### src/rtl/camera_msg_gen.sv
// ---------------------------------------------------------------------------
// camera_msg_gen
//
// On-chip camera emulator. Produces frame-timed pixel messages for the
// PC->FPGA pixel path and writes them into the bus-side message FIFO under
// almost-full flow control.
//
// Message word layout:
//   bit0 = 0 (pixel message), bit1 = 0, bit4 = LVAL, bit5 = FVAL,
//   bits[19:8] = DN, all other bits 0.
//
// Ports:
//   bus_clk      in   sole clock
//   reset_n      in   synchronous active-low reset
//   start        in   one-cycle run request, ignored while busy
//   stop         in   level, sampled at the last pixel word of a frame
//   n_frame_req  in   frames per run (0 = free-run until stop)
//   msg_full     in   FIFO almost-full
//   msg_valid    out  FIFO write enable
//   msg          out  message word
//   busy         out  high from accepted start until back in IDLE
//   frame_done   out  pulse with the last pixel word of each frame
//   n_frame      out  frames completed in the current run
//
// Optional feature macro: CAMERA_GEN_LFSR_EN
//   defined   -> DN on LVAL words comes from a 12-bit Fibonacci LFSR
//                (x^12+x^11+x^10+x^4+1), seeded to 12'hACE on start and
//                advanced only on issued LVAL words.
//   undefined -> DN is the ramp (n_frame + row + col) mod 4096.
// ---------------------------------------------------------------------------
module camera_msg_gen #(
  parameter int XB_SIZE      = 32,
  parameter int N_COL        = 2048,
  parameter int N_ROW        = 2064,
  parameter int N_INTERLINE  = 8,
  parameter int N_INTERFRAME = 16,
  parameter int N_FRAME_SIZE = 20
) (
  input  logic                    bus_clk,
  input  logic                    reset_n,
  input  logic                    start,
  input  logic                    stop,
  input  logic [N_FRAME_SIZE-1:0] n_frame_req,
  input  logic                    msg_full,
  output logic                    msg_valid,
  output logic [XB_SIZE-1:0]      msg,
  output logic                    busy,
  output logic                    frame_done,
  output logic [N_FRAME_SIZE-1:0] n_frame
);

  typedef enum logic [2:0] {
    ST_IDLE,
    ST_INTERFRAME,
    ST_INTRALINE,
    ST_INTERLINE,
    ST_TRAIL
  } state_t;

  localparam int GAP_MAX = (N_INTERFRAME > N_INTERLINE) ? N_INTERFRAME : N_INTERLINE;
  localparam int CW      = (GAP_MAX > 1) ? $clog2(GAP_MAX) : 1;

  localparam logic [CW-1:0] IF_LAST  = CW'(N_INTERFRAME - 1);
  localparam logic [CW-1:0] IL_LAST  = CW'(N_INTERLINE - 1);
  localparam logic [11:0]   COL_LAST = 12'(N_COL - 1);
  localparam logic [11:0]   ROW_LAST = 12'(N_ROW - 1);

  // Registered state
  state_t                  r_state;
  logic [CW-1:0]           r_cnt;
  logic [11:0]             r_row;
  logic [11:0]             r_col;
  logic [N_FRAME_SIZE-1:0] r_nframe;
  logic [N_FRAME_SIZE-1:0] r_req;
  logic                    r_msg_valid;
  logic [XB_SIZE-1:0]      r_msg;
  logic                    r_frame_done;

  // Effective current values: an accepted start is folded in here so that the
  // first INTERFRAME word can be issued on the very edge that accepts start.
  state_t                  w_state;
  logic [CW-1:0]           w_cnt;
  logic [11:0]             w_row;
  logic [11:0]             w_col;
  logic [N_FRAME_SIZE-1:0] w_nframe;
  logic [N_FRAME_SIZE-1:0] w_req;
  logic [N_FRAME_SIZE-1:0] w_nframe_inc;
  logic                    w_issue;

  // Next values
  state_t                  w_state_next;
  logic [CW-1:0]           w_cnt_next;
  logic [11:0]             w_row_next;
  logic [11:0]             w_col_next;
  logic [N_FRAME_SIZE-1:0] w_nframe_next;
  logic                    w_valid_next;
  logic [XB_SIZE-1:0]      w_msg_next;
  logic                    w_frame_done_next;

  logic                    w_fval;
  logic                    w_lval;
  logic [11:0]             w_dn;

`ifdef CAMERA_GEN_LFSR_EN
  logic [11:0] r_lfsr;
  logic [11:0] w_lfsr;
  logic [11:0] w_lfsr_next;
`endif

  always_comb begin
    w_state  = r_state;
    w_cnt    = r_cnt;
    w_row    = r_row;
    w_col    = r_col;
    w_nframe = r_nframe;
    w_req    = r_req;
`ifdef CAMERA_GEN_LFSR_EN
    w_lfsr   = r_lfsr;
`endif
    if (r_state == ST_IDLE && start) begin
      w_state  = ST_INTERFRAME;
      w_cnt    = '0;
      w_row    = '0;
      w_col    = '0;
      w_nframe = '0;
      w_req    = n_frame_req;
`ifdef CAMERA_GEN_LFSR_EN
      w_lfsr   = 12'hACE;
`endif
    end
  end

  assign w_issue      = (w_state != ST_IDLE) && !msg_full;
  assign w_nframe_inc = w_nframe + N_FRAME_SIZE'(1);

  always_comb begin
    w_state_next      = w_state;
    w_cnt_next        = w_cnt;
    w_row_next        = w_row;
    w_col_next        = w_col;
    w_nframe_next     = w_nframe;
    w_valid_next      = 1'b0;
    w_msg_next        = r_msg;
    w_frame_done_next = 1'b0;
    w_fval            = 1'b0;
    w_lval            = 1'b0;
    w_dn              = '0;
`ifdef CAMERA_GEN_LFSR_EN
    w_lfsr_next       = w_lfsr;
`endif

    if (w_issue) begin
      w_valid_next = 1'b1;
      case (w_state)
        ST_INTERFRAME: begin
          if (w_cnt == IF_LAST) begin
            w_cnt_next   = '0;
            w_row_next   = '0;
            w_col_next   = '0;
            w_state_next = ST_INTRALINE;
          end else begin
            w_cnt_next = w_cnt + CW'(1);
          end
        end
        ST_INTRALINE: begin
          w_fval = 1'b1;
          w_lval = 1'b1;
`ifdef CAMERA_GEN_LFSR_EN
          w_dn        = w_lfsr;
          w_lfsr_next = {w_lfsr[10:0], w_lfsr[11] ^ w_lfsr[10] ^ w_lfsr[9] ^ w_lfsr[3]};
`else
          w_dn = 12'(w_nframe) + w_row + w_col;
`endif
          if (w_col == COL_LAST) begin
            w_col_next = '0;
            if (w_row != ROW_LAST) begin
              w_row_next   = w_row + 12'd1;
              w_cnt_next   = '0;
              w_state_next = ST_INTERLINE;
            end else begin
              w_frame_done_next = 1'b1;
              w_nframe_next     = w_nframe_inc;
              w_cnt_next        = '0;
              // A zero request means free-run; only stop can end it.
              if (((w_req != '0) && (w_nframe_inc == w_req)) || stop)
                w_state_next = ST_TRAIL;
              else
                w_state_next = ST_INTERFRAME;
            end
          end else begin
            w_col_next = w_col + 12'd1;
          end
        end
        ST_INTERLINE: begin
          w_fval = 1'b1;
          if (w_cnt == IL_LAST) begin
            w_cnt_next   = '0;
            w_col_next   = '0;
            w_state_next = ST_INTRALINE;
          end else begin
            w_cnt_next = w_cnt + CW'(1);
          end
        end
        ST_TRAIL: begin
          if (w_cnt == IF_LAST) begin
            w_cnt_next   = '0;
            w_state_next = ST_IDLE;
          end else begin
            w_cnt_next = w_cnt + CW'(1);
          end
        end
        default: begin
          w_valid_next = 1'b0;
        end
      endcase

      w_msg_next       = '0;
      w_msg_next[4]    = w_lval;
      w_msg_next[5]    = w_fval;
      w_msg_next[19:8] = w_dn;
    end
  end

  always_ff @(posedge bus_clk) begin
    if (!reset_n) begin
      r_state      <= ST_IDLE;
      r_cnt        <= '0;
      r_row        <= '0;
      r_col        <= '0;
      r_nframe     <= '0;
      r_req        <= '0;
      r_msg_valid  <= 1'b0;
      r_msg        <= '0;
      r_frame_done <= 1'b0;
`ifdef CAMERA_GEN_LFSR_EN
      r_lfsr       <= 12'hACE;
`endif
    end else begin
      r_state      <= w_state_next;
      r_cnt        <= w_cnt_next;
      r_row        <= w_row_next;
      r_col        <= w_col_next;
      r_nframe     <= w_nframe_next;
      r_req        <= w_req;
      r_msg_valid  <= w_valid_next;
      r_msg        <= w_msg_next;
      r_frame_done <= w_frame_done_next;
`ifdef CAMERA_GEN_LFSR_EN
      r_lfsr       <= w_lfsr_next;
`endif
    end
  end

  assign msg_valid  = r_msg_valid;
  assign msg        = r_msg;
  assign busy       = (r_state != ST_IDLE);
  assign frame_done = r_frame_done;
  assign n_frame    = r_nframe;

endmodule

### config.mk
export PLATFORM = sky130hd
export DESIGN_NAME = camera_msg_gen
export DESIGN_NICKNAME = d
export VERILOG_FILES = /design/src/rtl/camera_msg_gen.sv
export SDC_FILE = /design/constraint.sdc
export NUM_CORES = 1
export LEC_CHECK = 0
export BUFFER_PORTS_ARGS = -buffer_cell sky130_fd_sc_hd__clkbuf_2
export CORE_ASPECT_RATIO = 0.9
export CORE_MARGIN = 2
export CORE_UTILIZATION = 53
export CTS_CLUSTER_SIZE = 8
export DETAILED_ROUTE_END_ITERATION = 6
export HOLD_SLACK_MARGIN = 0.03
export PLACE_DENSITY = 0.77
export SLEW_MARGIN = 20
export SYNTH_ARGS = -nofsm -noshare
export SYNTH_HDL_FRONTEND = slang
export SYNTH_SLANG_ARGS = --single-unit
### constraint.sdc
create_clock -name bus_clk -period 4.55 [get_ports bus_clk]
set_input_delay 0.91 -clock bus_clk [delete_from_list [all_inputs] [get_ports bus_clk]]
set_output_delay 0.91 -clock bus_clk [all_outputs]
set_load 0.01 [all_outputs]
==> flow_metrics.env <==
export IMPL_status="finished clean"
export IMPL_ys_warn_count=0
export IMPL_met3_usage_pct=7.58
export IMPL_synth_top_area_share_pct=30.3
export IMPL_cts_buffers=9
export IMPL_finalHoldViolations=0
export IMPL_cts_sinks=87
export IMPL_fp_dieH_um=103
export IMPL_vias=5681
export IMPL_holdCritPathClass="register to register"
export IMPL_finish_utilization_pct=60.9
export IMPL_cts_hold_buffers=0
export IMPL_boundaryPins=80
export IMPL_remaining_drc_errors=0
export IMPL_routabilityCongestion=0.953
export IMPL_yosysUniqueCellTypes=71
export IMPL_syn_avg_cell_area_um2=7.68
export IMPL_path_class="input pin to register"
export IMPL_drive_gt1_share_pct=14.3
export IMPL_synthSimpleGateAreaFrac_pct=30.6
export IMPL_start_util_pct=53.8
export IMPL_crit_path_max_fanout=13
export IMPL_dr_pass1_iters=6
export IMPL_fin_ws_ns=0.262
export IMPL_start_kind="input pin"
export IMPL_grtUsageMet1_pct=41.2
export IMPL_synthMostInstantiatedCell="nand2_1"
export IMPL_drv_slew=0
export IMPL_final_nets=856
export IMPL_postLayoutCellArea_um2=6500
export IMPL_end_kind="register"
export IMPL_crit_required_ns=4.79
export IMPL_port_buffers=61
export IMPL_layout_min_cycle_time_ns=4.29
export IMPL_grt_max_degree=56
export IMPL_power_density_nw_per_um2=294
export IMPL_clk_latency_ns=0.35
export IMPL_fp_coreArea_um2=10700
export IMPL_synthXorXnorAreaFrac_pct=8.23
export IMPL_place_area_um2=6170
export IMPL_yosysSeqAreaShare_pct=30.3
export IMPL_synthFlopType="dfxtp_1"
export IMPL_detail_route_antenna_nets=0
export IMPL_use_met2_pct=46.2
export IMPL_cts_root_buf="clkbuf_16"
export IMPL_synth_compound_area_share_pct=16.2
export IMPL_post_cts_buffers=0
export IMPL_finalWirelength_um=16700
export IMPL_clockBufferDepth=2
export IMPL_tightest_slew_ns=0.671
export IMPL_max_freq_mhz=233
export IMPL_ctsResizeCount=0
export IMPL_vdd_ir_drop_max_uv=266
export IMPL_h_tree_depth=3
export IMPL_grt_use_total_pct=29.6
export IMPL_diodes=0
export IMPL_grt_most_used_layer="met2"
export IMPL_synthAdderAreaFrac_pct=7.23
export IMPL_fin_crit_sh_pct=94.2
export IMPL_tritoncts="yes"
export IMPL_async_flop_share_pct=0
export IMPL_ys_seq_elements=87
export IMPL_overflow=0
export IMPL_netlist_top_cells_count="113 x nand2_1, 87 x dfxtp_1, 69 x a21oi_1"
export IMPL_pre_cts_ws_ns=-0.00202
export IMPL_setup_violations_final=0
export IMPL_syn_inst=748
export IMPL_synth_area_um2=5740
export IMPL_drv_cap=0
export IMPL_wl_per_cell_um=17.7
export IMPL_muxShareOfSynthArea_pct=0.523
export IMPL_slew_limit_headroom_pct=54.8
export IMPL_dp_cells=927
export IMPL_synth_area_top_cells="dfxtp_1 30%, nand2_1 7.4%, a21oi_1 6.0%"
export IMPL_grt_pass1_vias=5221
export IMPL_synth_edff_count=0
export IMPL_p_leak_nw=2.74
export IMPL_dpl_hpwl_um=12500
export IMPL_die_w_um=114
export IMPL_die_area_um2=11700
export IMPL_post_synth_top_area_cell="dfxtp_1"
export IMPL_arrival_ns=4.53
export IMPL_num_rows=36
export IMPL_synth_top_family_by_area="simple AND/OR/NAND/NOR gates"
export IMPL_vias_per_cell=6.03
export IMPL_layout_cells_non_filler=942
export IMPL_path_clk_slew_ns=0.07
export IMPL_setup_tns_ns=0
export IMPL_drt_initial_drc_count=486
export IMPL_finalPower_mw=1.91
export IMPL_rsz0062_at_grt="no"
export IMPL_whs_ns=0.459
export IMPL_antenna_found_initial=0
export IMPL_grt_pass1_wl_um=27000
export IMPL_fin_skew_ns=0.00906
export IMPL_area_growth_pct=13.2
==> worst paths after layout <==
path,from,endpoint,slack [ns],cells after the start
worst min-delay path,msg[4],msg[4],0.46,2
worst max register to register,r_state[1],msg[19],0.51,14
worst max-delay path,start,msg[19],0.26,15
worst min register to register,msg[4],msg[4],0.46,2
==> cell usage in the layout, fill, tap and decap left out, types with 3 or more instances in the layout <==
cell type  instances
nor4_1            14
nor3_1            20
xor2_1            21
o21ai_0           19
bufinv_16          3
o31ai_1            4
a22oi_1           10
nand4_1           16
fa_1              12
conb_1            18
dfxtp_1           87
o22ai_1            7
nor4b_1            3
nor2b_1            3
a21oi_1           67
ha_1              14
o21bai_1           3
buf_4             22
clkbuf_2          61
o211ai_1           5
and4_1             3
nand3_1           34
clkbuf_16          9
or3_1             10
inv_1             27
a21o_1             6
nor3b_1            5
mux2i_1            3
and3_1             8
and2_1            28
o21a_1             3
nand2_1          113
o21ai_1            4
nor2_1            63
xnor2_1           33
==> logic make-up after synthesis <==
kind of cell	count (synthesis)
mux	3
xor+xnor	54
fa+ha+maj	26
flops	87
compound gates	152
buf+inv	81
other cells	1
simple gates	344
==> flip-flops by register name, summed over array words and instances, names as in the netlist <==
signal	flops
msg	14
msg_valid	1
n_frame	20
r_req	20
r_row	12
r_cnt	4
r_state	3
r_col	12
frame_done	1
==> report_power, final <==
part	total, mW	switching [mW]	internal [mW]
Sequential	0.802	0.0215	0.781
Combinational	0.260	0.175	0.0855
Clock	0.848	0.315	0.533
Total	1.91	0.511	1.40
==> worst max-delay path, stage by stage <==
cell and delay, ns:
clkbuf_2 0.09, or4b_2 0.76, nand2_1 0.15, inv_1 0.09, fa_1 0.49, ha_1 0.26
fa_1 0.41, a21o_1 0.20, a21oi_2 0.16, o21bai_1 0.13, a2111oi_0 0.38, nor2_1 0.15
nand3_1 0.14, a211o_1 0.13, nand3_1 0.07
==> cell type report <==
cell class                      instances  area (um2)
Multi-Input combinational cell        597        3690
Inverter                               27         101
Clock buffer                           11         233
Fill cell                             927        4180
Clock inverter                          4        95.1
Timing Repair Buffer                   83         470
Sequential cell                        87        1740
Tap cell                              133         166
==> metal layers <==
layer	part of all wire [%]	vias up
met4	1.7	0
met3	9.4	28
met2	45	277
li1	-	2701
met5	0	-
met1	44	2675
Note: power is estimated with default switching activity, not from simulation.
